### config.mk
export PLATFORM = sky130hd
export DESIGN_NAME = sat_counter
export DESIGN_NICKNAME = d
export VERILOG_FILES = /design/src/rtl/sat_counter.sv
export SDC_FILE = /design/constraint.sdc
export NUM_CORES = 1
export LEC_CHECK = 0
export ABC_AREA = 1
export BUFFER_PORTS_ARGS = -buffer_cell sky130_fd_sc_hd__buf_2
export CAP_MARGIN = 20
export CORE_MARGIN = 5
export CORE_UTILIZATION = 35
export CTS_CLUSTER_SIZE = 14
export DETAILED_ROUTE_END_ITERATION = 10
export PLACE_DENSITY = 0.66
export SETUP_SLACK_MARGIN = 0.3
export SYNTH_ARGS = -nofsm -noshare
export SYNTH_HDL_FRONTEND = slang
export SYNTH_SLANG_ARGS = --single-unit
### constraint.sdc
create_clock -name clk -period 1.2 [get_ports clk]
set_input_delay 0.24 -clock clk [delete_from_list [all_inputs] [get_ports clk]]
set_output_delay 0.24 -clock clk [all_outputs]
set_load 0.02 [all_outputs]
### src/rtl/sat_counter.sv
// rtl/sat_counter.sv - saturating up-counter
// Ports: clk, rst (sync active-high), inc (count request), count (value, sticks at all-ones).
module sat_counter #(
    parameter int W = 16
) (
    input  logic         clk,
    input  logic         rst,
    input  logic         inc,
    output logic [W-1:0] count
);

    localparam logic [W-1:0] ONE = {{(W-1){1'b0}}, 1'b1};

    always_ff @(posedge clk) begin
        if (rst) begin
            count <= '0;
        end else if (inc && (count != '1)) begin
            count <= count + ONE;
        end
    end

endmodule

==> metrics.yaml <==
drc: 0
max_slew_margin: 0.842
reg_top3: "count x16"
critPathTopFamily: "simple AND/OR/NAND/NOR gates"
worst_pin_slew_ns: 0.236
worst_slack_ns: -0.140
routed_via_density: 4.76
irDropWorstVdd_mv: 0.606
cp_slowest_stage_delay_ns: 0.38
cap_violations: 0
diodes: 0
clockRootBuffer: "clkbuf_4"
wl_per_cell_um: 11.7
synth_cell_types: 16
finalSetupTns_ns: -1.49
rsz0062_at_grt: "yes"
p_int_mw: 0.687
worstSetupPathType: "reg2reg"
track_usage: 0.172
final_cell_mix: "nand2_1 (44), buf_6 (33), nor2_1 (29)"
finalHoldViolations: 0
top_level_ports: 19
h-tree-depth: 1
cp_num_buf_inv: 1
cts_tree: "yes"
dpl-instance-area_sq_um: 1340
die_w_um: 61.5
clock_sinks: 16
regMostFlops: "count"
antenna_left: 0
grt_pass1_wl_um: 4920
ys_warn_count: 0
p_leak_nw: 0.750
switching_share: 0.265
clkTransAtPathRegs_ns: 0.10
drt-total-wl_um: 2780
critical_path.slowest_cell: "dfxtp_4"
violations: "setup timing"
syn_to_final_growth_pct: 80.6
antenna_found_initial: 0
end_kind: "flip-flop"
dp_hpwl_um: 1950
cp.arrival_ns: 1.54
die_area_sq_um: 3790
syn_avg_cell_area_sq_um: 6.24
core-area_sq_um: 2500
worst_path_most_repeated_cell: "nor2_4"
drt_iter0_drc: 24
fp.dieH_um: 61.5
timing.hold.ws_ns: 0.367
start_util: 0.372
fin_nets: 213
required_ns: 1.40
hp-class: "in2reg"
clockBufferDepth: 2
drv_slew: 0
comb_power_share: 0.108
io_buffers: 18
powerDensity_nw_per_um2: 557
seqPwrFrac: 0.563
fmax_mhz: 747
routabilityCongestion: 0.840
rows: 18
final_common_cell: "nand2_1"
p_sw_mw: 0.248
ys_ff_latch: 16
crit_path_cell_trace: "ha_4 > inv_2 > nor2_4 > nand2_4 > nor2_8 > nor2_4 > nor2_1 > nor2_2"
drive_gt1_frac: 0.514
min_period_ns: 1.34
gr-total-overflow: 0
synth_fp_nets: 153
largest_reg_flops: 16
period_share: 1.12
vias: 1132
cp_max_fo: 7
grt_pass1_vias: 1142
finalInstanceArea_sq_um: 1680
utilization: 0.672
skew_ns: 0.00219
critPathLaunchType: "flip-flop"
finalSetupViolCount: 19
cts_buffers: 3
status: "finished with violations"
netlist_instances: 149
synth_area_sq_um: 930
dpl_worst_slack_ns: -0.108
seq_area_frac_synth: 0.345
drt-pass1-iter-count: 4
p_clk_frac: 0.330
clk_latency_ns: 0.29
grt_start_max_net_pins: 17
## repair_timing
action                     4_1_cts  5_1_grt
pin swaps                        5        2
setup buffers                    8        3
setup endpoints to repair       32       32
cloned                           0        0
hold buffers                     0        0
gates resized for setup         57       11
## power by group through the flow
stage	logic [mW]	registers (mW)	clock network, mW
floorplan	0.0460	0.548	0
global placement	0.0826	0.539	0
detailed placement	0.0839	0.540	0
CTS	0.0924	0.528	0.318
global route	0.114	0.527	0.340
finish	0.101	0.526	0.308
## worst paths after layout
kind | start | to | slack, ns | cells past startpoint
setup reg to reg | count[1] | count[1] | -0.14 | 8
hold reg to reg | count[8] | count[8] | 0.53 | 2
hold / removal | rst | count[8] | 0.37 | 5
setup / recovery | count[1] | count[1] | -0.14 | 8
## per-layer routing
metal	share of wire	routed length [um]	global-route usage	vias to the layer above
li1	-	-	-	586
met1	0.43	1190	0.203	522
met2	0.52	1440	0.317	22
met3	0.047	132	0.0419	2
met4	0.0068	19	0.0273	0
met5	0	0	0	-
## final cells by class
type                    instances  area [sq um]
flip-flops and latches         16           368
repair buffers                 57           547
multi-input cells             121           663
clock buffers                   3          22.5
well taps                      30          37.5
inverters                      10          37.5
clock inverters                 1          3.75
fillers                       210           821
## kinds of logic after synthesis
| family | share of synthesized area |
|---|---|
| simple gates | 0.550 |
| flops | 0.345 |
| buf+inv | 0.0538 |
| compound gates | 0.0377 |
| fa+ha+maj | 0.0135 |
## worst reg2reg max path, delay by kind of cell (launching register included)
kind	cells	cell delay (ns)
flip-flops	1	0.38
AND/OR/NAND/NOR	6	0.69
adder cells (fa/ha/maj)	1	0.13
buffers and inverters	1	0.04
## cells in the mapped netlist (all sizes together)
cell type / number / area (sq um)
nand2: 48 / 185
nor2: 48 / 236
dfxtp: 16 / 320
nand3: 12 / 60.1
inv: 10 / 37.5
a21oi: 7 / 35.0
nand4: 3 / 18.8
buf: 1 / 5.00
clkbuf: 1 / 7.51
ha: 1 / 12.5
nor3: 1 / 5.00
or2: 1 / 6.26
## per-stage QoR
| step | instances | total power, mW |
|---|---|---|
| 3_3_place_gp | 223 | 0.621 |
| 5_1_grt | 238 | 0.981 |
| 2_1_floorplan | 149 | 0.594 |
| 6_report | 238 | 0.935 |
| 3_5_place_dp | 223 | 0.624 |
| 4_1_cts | 235 | 0.938 |
Note: power is estimated with default switching activity, not from simulation.
